[src/rtl/cache_pkg.sv]
// Shared types for the cache request decoder: FIFO entry layout, address
// split defaults and the decoder FSM state encoding.
package cache_pkg;

  localparam int ADDR_W    = 64;
  localparam int ID_W      = 16;
  localparam int OFF_W_DEF = 6;
  localparam int SET_W_DEF = 16;
  localparam int ENTRY_W   = 1 + ID_W + ADDR_W;

  typedef struct packed {
    logic              is_write;
    logic [ID_W-1:0]   id;
    logic [ADDR_W-1:0] addr;
  } cache_entry_t;

  typedef enum logic [1:0] {
    IDLE  = 2'd0,
    FETCH = 2'd1,
    ISSUE = 2'd2
  } state_e;

endpackage

[src/rtl/cache_credit_cnt.sv]
// Outstanding-request counter: +1 per issued request, -1 per completion.
// A completion with nothing outstanding is a protocol error and is sticky.
module cache_credit_cnt #(
  parameter int MAX_OUT = 4,
  parameter int CNT_W   = $clog2(MAX_OUT + 1)
) (
  input  logic             clk,
  input  logic             rst,
  input  logic             inc,
  input  logic             dec,
  output logic [CNT_W-1:0] count,
  output logic             err
);

  // inc is only ever raised below MAX_OUT by the issuing side, so no
  // overflow guard is needed here.
  always_ff @(posedge clk) begin
    if (rst) begin
      count <= '0;
      err   <= 1'b0;
    end else if (inc && !dec) begin
      count <= count + CNT_W'(1);
    end else if (dec && !inc) begin
      if (count == '0) begin
        err <= 1'b1;
      end else begin
        count <= count - CNT_W'(1);
      end
    end
  end

endmodule

[src/rtl/cache_req_decoder.sv]
// Pops request entries from an upstream FIFO, splits the address into
// set/tag and presents them downstream, gated by an outstanding-credit limit.
module cache_req_decoder
  import cache_pkg::*;
#(
  parameter int  OFF_W   = OFF_W_DEF,
  parameter int  SET_W   = SET_W_DEF,
  parameter int  MAX_OUT = 4,
  localparam int TAG_W   = ADDR_W - OFF_W - SET_W,
  localparam int CNT_W   = $clog2(MAX_OUT + 1)
) (
  input  logic               clk,
  input  logic               rst,
  input  logic               aempty_i,
  output logic               rden_o,
  input  logic [ENTRY_W-1:0] data_i,
  output logic               req_valid_o,
  input  logic               req_ready_i,
  output logic               req_wr_o,
  output logic [ID_W-1:0]    req_id_o,
  output logic [ADDR_W-1:0]  req_addr_o,
  output logic [SET_W-1:0]   req_set_o,
  output logic [TAG_W-1:0]   req_tag_o,
  input  logic               done_i,
  output logic [CNT_W-1:0]   outstanding_o,
  output logic               err_o,
  output state_e             dbg_state
);

  // Handshake: a request transfers on a rising edge where req_valid_o and
  // req_ready_i are both high; once raised, valid and all req_* fields hold
  // until that edge. ready without valid has no effect.

  state_e       state;
  state_e       state_nxt;
  cache_entry_t entry;
  logic         gate_open;
  logic         accept;

  assign entry     = cache_entry_t'(data_i);
  assign gate_open = outstanding_o < CNT_W'(MAX_OUT);
  assign accept    = req_valid_o && req_ready_i;
  assign dbg_state = state;

  always_ff @(posedge clk) begin
    if (rst) begin
      state <= IDLE;
    end else begin
      state <= state_nxt;
    end
  end

  // Pop is suppressed during reset so no entry is taken only to be dropped.
  always_comb begin
    state_nxt   = state;
    rden_o      = 1'b0;
    req_valid_o = 1'b0;
    unique case (state)
      IDLE: begin
        if (!aempty_i && gate_open && !rst) begin
          rden_o    = 1'b1;
          state_nxt = FETCH;
        end
      end
      FETCH: state_nxt = ISSUE;
      ISSUE: begin
        req_valid_o = 1'b1;
        if (req_ready_i) state_nxt = IDLE;
      end
      default: state_nxt = IDLE;
    endcase
  end

  // The FIFO presents the popped entry during FETCH; capture it there.
  always_ff @(posedge clk) begin
    if (rst) begin
      req_wr_o   <= 1'b0;
      req_id_o   <= '0;
      req_addr_o <= '0;
      req_set_o  <= '0;
      req_tag_o  <= '0;
    end else if (state == FETCH) begin
      req_wr_o   <= entry.is_write;
      req_id_o   <= entry.id;
      req_addr_o <= entry.addr;
      req_set_o  <= entry.addr[OFF_W+SET_W-1:OFF_W];
      req_tag_o  <= entry.addr[ADDR_W-1:OFF_W+SET_W];
    end
  end

  cache_credit_cnt #(
    .MAX_OUT (MAX_OUT),
    .CNT_W   (CNT_W)
  ) u_credit (
    .clk   (clk),
    .rst   (rst),
    .inc   (accept),
    .dec   (done_i),
    .count (outstanding_o),
    .err   (err_o)
  );

endmodule

[config.mk]
export PLATFORM = sky130hd
export DESIGN_NAME = cache_req_decoder
export DESIGN_NICKNAME = d
export VERILOG_FILES = /design/src/rtl/cache_pkg.sv /design/src/rtl/cache_credit_cnt.sv /design/src/rtl/cache_req_decoder.sv
export SDC_FILE = /design/constraint.sdc
export NUM_CORES = 1
export LEC_CHECK = 0
export CORE_MARGIN = 2
export CORE_UTILIZATION = 35
export CTS_CLUSTER_DIAMETER = 30
export DETAILED_ROUTE_END_ITERATION = 6
export GPL_ROUTABILITY_DRIVEN = 1
export HOLD_SLACK_MARGIN = 0.15
export PLACE_DENSITY = 0.77
export SYNTH_ARGS = -nofsm -noshare
export SYNTH_HDL_FRONTEND = slang
export SYNTH_SLANG_ARGS = --single-unit
[constraint.sdc]
create_clock -name clk -period 5.2 [get_ports clk]
set_input_delay 1.04 -clock clk [delete_from_list [all_inputs] [get_ports clk]]
set_output_delay 1.04 -clock clk [all_outputs]
set_load 0.005 [all_outputs]
==> flow_summary.toml, run 1 <==
[synthesis]
ys_seq_area_share_pct = 49.4
synthTopCellsByCount = "nand2_1 (165), dfxtp_1 (87), a21oi_1 (86)"
ys_warn_count = 0
synth_edf_count = 0
synth.avg_cell_area_um2 = 7.94
synth_flop_cell = "dfxtp_1"
synth_area_um2 = 3530
synth_top_area_share_pct = 49.4
synth_top_area_cell = "dfxtp_1"
synth_most_common_cell = "nand2_1"
synth_cell_types = 18
syn_nets = 533
synth_area_leaders = "dfxtp_1 (49%), nand2_1 (18%), buf_4 (14%)"
async_flop_share_pct = 0
synth-seq-cells = 87
synth_cells = 444

[global_route]
grt_max_degree = 87
gr-total-overflow = 0
grt_use_total_pct = 17.5
grt_pass1_wl_um = 15800
grt_pass1_vias = 3224
antenna_found_initial = 0

[final_layout]
layout.nets = 693
antenna_cells = 0
finish.utilization_pct = 57.8
layout-drive-gt1-share_pct = 3.29
syn2layout_area_growth_pct = 60.3

[route]
drt_pass1_iterations = 4
drtAntennaViolNets = 0
num_vias = 3324
drc = 0
wl_um = 9930
wl_per_cell_um = 13.4
via_per_inst = 4.49
drt_iter0_drc = 118

[die]
dieArea_um2 = 10900
design.core.area_um2 = 9770
die_width_um = 104
start_util_pct = 36.1
die_y_um = 104
rows = 36
io_pins = 233

[sta]
tightest_slew_ns = 0.882
setup_viol_count_final = 0
relSlewSlack_pct = 41.2
final_hold_viol_count = 0
rsz0062_at_grt = "false"
setup_tns_ns = 0
skew_ns = 0.00760
drv_slew = 0
fin_crit_ns = 3.56
max_freq_mhz = 281
min_period_over_period_pct = 68.5

[status]
status = "finished, final reports clean"

[placed_design]
io_buffer_count = 232
gp_congestion = 0.719
hpwl_um = 7170

[clock_tree]
root_buffer = "clkbuf_8"
hold_buffers = 0
cts_setup_buffers = 0
clk_pin_slew_ns = 0.08
clkSinkCount = 87
cts_tree = "yes"
clk_latency_ns = 0.33
h-tree-depth = 3
ctsResizeCount = 0
cts.path.max_buffers = 2
cts_buffers = 9

[worst_setup_path]
cpPeakStageDelay_ns = 0.51
path_cells = "clkdlybuf4s50_1 -> or4_1 -> nor2_1 -> clkdlybuf4s50_1"
cp.required_ns = 4.16
path_max_fanout = 2
critPathSlowestCell = "clkdlybuf4s50_1"
critPathMostFrequentCell = "clkdlybuf4s50_1"
start_kind = "primary input"
end_kind = "primary output"
critPathArrivalTime_ns = 2.52
critical_path_class = "in2out"

[power]
leakage_nw = 1.99
peakVddDrop_uv = 153
power.density_nw_per_um2 = 281

[run]
maxCapViolCount = 0

[hold_path]
hold_path_class = "reg2reg"
[stage by stage]
step           area [µm²]  total power, mW  hold slack, ns  worst slack, ns  cells
3_3_place_gp         5450             1.11           0.441             1.62    726
2_1_floorplan        3530            0.923           0.453             2.46    444
5_1_grt              5650             1.67           0.470             1.53    740
6_report             5650             1.59           0.455             1.64    740
4_1_cts              5650             1.61           0.458             1.63    740
3_5_place_dp         5450             1.12           0.446             1.65    726
[cells in the final DEF, fill, tap and decap left out, drive strengths merged, types with 2 or more instances in the layout]
master,instances
nor2b,2
ha,2
nand2b,2
inv,3
nand2,165
nor2,3
or4,2
clkbuf,10
clkdlybuf4s50,231
bufinv,2
a21oi,86
buf,4
dfxtp,87
[routing by layer]
metal  track usage (%)  part of all wire, %  vias up
met1              19.3                   40     1509
met5                 0                    0        -
met4              6.47                  1.8        0
met2              31.8                   51      136
li1                  -                    -     1663
met3              4.95                  7.3       16
[critical path, delay by kind of cell]
family                 cells  cell delay (ns)
buffers and inverters      2             0.90
and+or+nand+nor            2             0.59
[flip-flops by register name, summed over array words and instances, names as in the netlist]
name / cells
req_addr_o: 64
req_id_o: 16
u_credit.count: 3
u_credit.err: 1
dbg_state: 2
req_wr_o: 1
[area by class of cell]
cell class / count / area (µm²)
inverter: 3 / 11.3
sequential: 87 / 1740
multi-input combinational: 268 / 1190
tap: 133 / 166
fill: 885 / 4120
timing repair buffer: 235 / 2340
clock inverter: 4 / 72.6
clock buffer: 10 / 128
[logic make-up (layout without fill, tap and decap cells)]
logic type / count (synthesis) / count (layout) / synth area share [%]
and+or+nand+nor: 177 / 177 / 19.6
DFF: 87 / 87 / 49.4
buffers and inverters: 89 / 252 / 17.1
xor gates and xnor gates: 1 / 1 / 0.248
AOI/OAI and AO/OA: 87 / 87 / 12.3
adders and majority gates: 3 / 3 / 1.28
[path summary, 6_finish.rpt]
path	from	end	slack [ns]	depth (start not counted)
max reg2reg	dbg_state[1]	u_credit.count[2]	2.94	9
min	req_id_o[12]	req_id_o[12]	0.46	2
min reg2reg	req_id_o[12]	req_id_o[12]	0.46	2
max	aempty_i	rden_o	1.64	4
[report_power, final]
| group | internal (mW) | leakage, nW | switching, mW | total, mW |
|---|---|---|---|---|
| combinational | 0.217 | 1.18 | 0.136 | 0.353 |
| sequential | 0.713 | 0.709 | 0.0358 | 0.749 |
| clock | 0.265 | 0.0982 | 0.223 | 0.488 |
No activity file was read; power rests on OpenSTA's default activity.
==> inputs of run 2 (changes only) <==
clock period = 3.6 ns   (was 5.2 ns; I/O delays follow)
==> flow_summary.toml, run 2 (synthesis results as in run 1) <==
[clock_tree]
hold_buffers = 0
cts.path.max_buffers = 2
clk_latency_ns = 0.34
ctsResizeCount = 0
cts_setup_buffers = 0
cts_buffers = 9
cts_tree = "yes"
clk_pin_slew_ns = 0.08
clkSinkCount = 87
root_buffer = "clkbuf_8"
h-tree-depth = 3

[sta]
rsz0062_at_grt = "false"
min_period_over_period_pct = 81.4
relSlewSlack_pct = 40.5
final_hold_viol_count = 0
skew_ns = 0.00603
setup_tns_ns = 0
fin_crit_ns = 2.93
max_freq_mhz = 341
setup_viol_count_final = 0
drv_slew = 0
tightest_slew_ns = 0.893

[worst_setup_path]
cp.required_ns = 2.88
end_kind = "primary output"
critical_path_class = "in2out"
start_kind = "primary input"
path_max_fanout = 2
critPathArrivalTime_ns = 2.21

[power]
peakVddDrop_uv = 229
internal_power_mw = 1.77
leakage_nw = 2.00
combPwrFrac_pct = 21.6
power.density_nw_per_um2 = 415
clkPwrFrac_pct = 32.5
p_seq_share_pct = 45.9
swShare_pct = 24.8
switchingPower_mw = 0.586

[placed_design]
hpwl_um = 7360
io_buffer_count = 232
gp_congestion = 0.741
dp_cells = 726

[die]
die_y_um = 104
dieArea_um2 = 10900
design.core.area_um2 = 9770
rows = 36
io_pins = 233
start_util_pct = 36.1
die_width_um = 104

[final_layout]
final_cell_count_no_fill = 741
layout-drive-gt1-share_pct = 3.62
largestRegisters = "req_addr_o: 64 flops, req_id_o: 16 flops, u_credit.count: 3 flops"
mostFrequentLayoutCells = "clkdlybuf4s50_1 (231), nand2_1 (165), dfxtp_1 (87)"
syn2layout_area_growth_pct = 61.1
layout_commonest_cell = "clkdlybuf4s50_1"
largest-register = "req_addr_o"
layout.nets = 693
multi_input_area_um2 = 1190
n_fill_cell = 904
regArea_um2 = 1740
largest_reg_flops = 64
antenna_cells = 0

[route]
wl_per_cell_um = 13.6
via_per_inst = 4.58
drtAntennaViolNets = 0
drt_pass1_iterations = 4
drc = 0
drt_iter0_drc = 124
num_vias = 3393
wl_um = 10100

[global_route]
use_met3_pct = 5.39
grt_pass1_vias = 3265
grt_max_degree = 87
grt_pass1_wl_um = 16000
use_met2_pct = 32.8
use_met1_pct = 19.1
gr-total-overflow = 0
antenna_found_initial = 0
grt_use_total_pct = 17.8
gr-max-usage-layer = "met2"

[run]
maxCapViolCount = 0

[hold_path]
hold_path_class = "reg2reg"

[status]
status = "finished, final reports clean"
## run 2: final cells by class
class,count,share of cell area (%)
clock buffer,11,2.67
multi-input combinational,268,21.0
inverter,3,0.198
tap,133,2.93
sequential,87,30.7
timing repair buffer,235,41.2
clock inverter,4,1.37
## run 2: path summary, 6_finish.rpt
check	end	from	slack, ns	cells after the start
setup / recovery	rden_o	aempty_i	0.67	4
hold / removal	req_id_o[4]	req_id_o[4]	0.46	2
setup reg to reg	u_credit.count[2]	dbg_state[1]	1.36	9
hold reg to reg	req_id_o[4]	req_id_o[4]	0.46	2
## run 2: worst max-delay path: stages
cell,delay (ns)
clkdlybuf4s50_1,0.39
or4_1,0.49
nor2_1,0.10
clkdlybuf4s50_1,0.50
## run 2: stage by stage
step	instance area, µm²	util [%]	setup WS, ns	hold slack [ns]	power, mW
floorplan	3530	-	1.46	0.453	1.33
global placement	5450	55.8	0.667	0.441	1.60
detailed placement	5450	55.8	0.672	0.447	1.62
CTS	5680	58.1	0.664	0.459	2.39
global route	5680	58.1	0.609	0.478	2.48
finish	5680	58.1	0.670	0.458	2.36
## run 2: routing by layer
layer	vias up	share of wire (%)
met3	18	7.9
met5	-	0
met1	1570	38
met4	0	2.2
met2	139	52
li1	1666	-
## run 2: power by group through the flow
| stage | Clock [mW] | Combinational, mW | Sequential (mW) |
|---|---|---|---|
| 2_1_floorplan | 0 | 0.231 | 1.10 |
| 3_3_place_gp | 0 | 0.502 | 1.10 |
| 3_5_place_dp | 0 | 0.513 | 1.11 |
| 4_1_cts | 0.794 | 0.516 | 1.08 |
| 5_1_grt | 0.836 | 0.552 | 1.09 |
| 6_report | 0.767 | 0.509 | 1.08 |
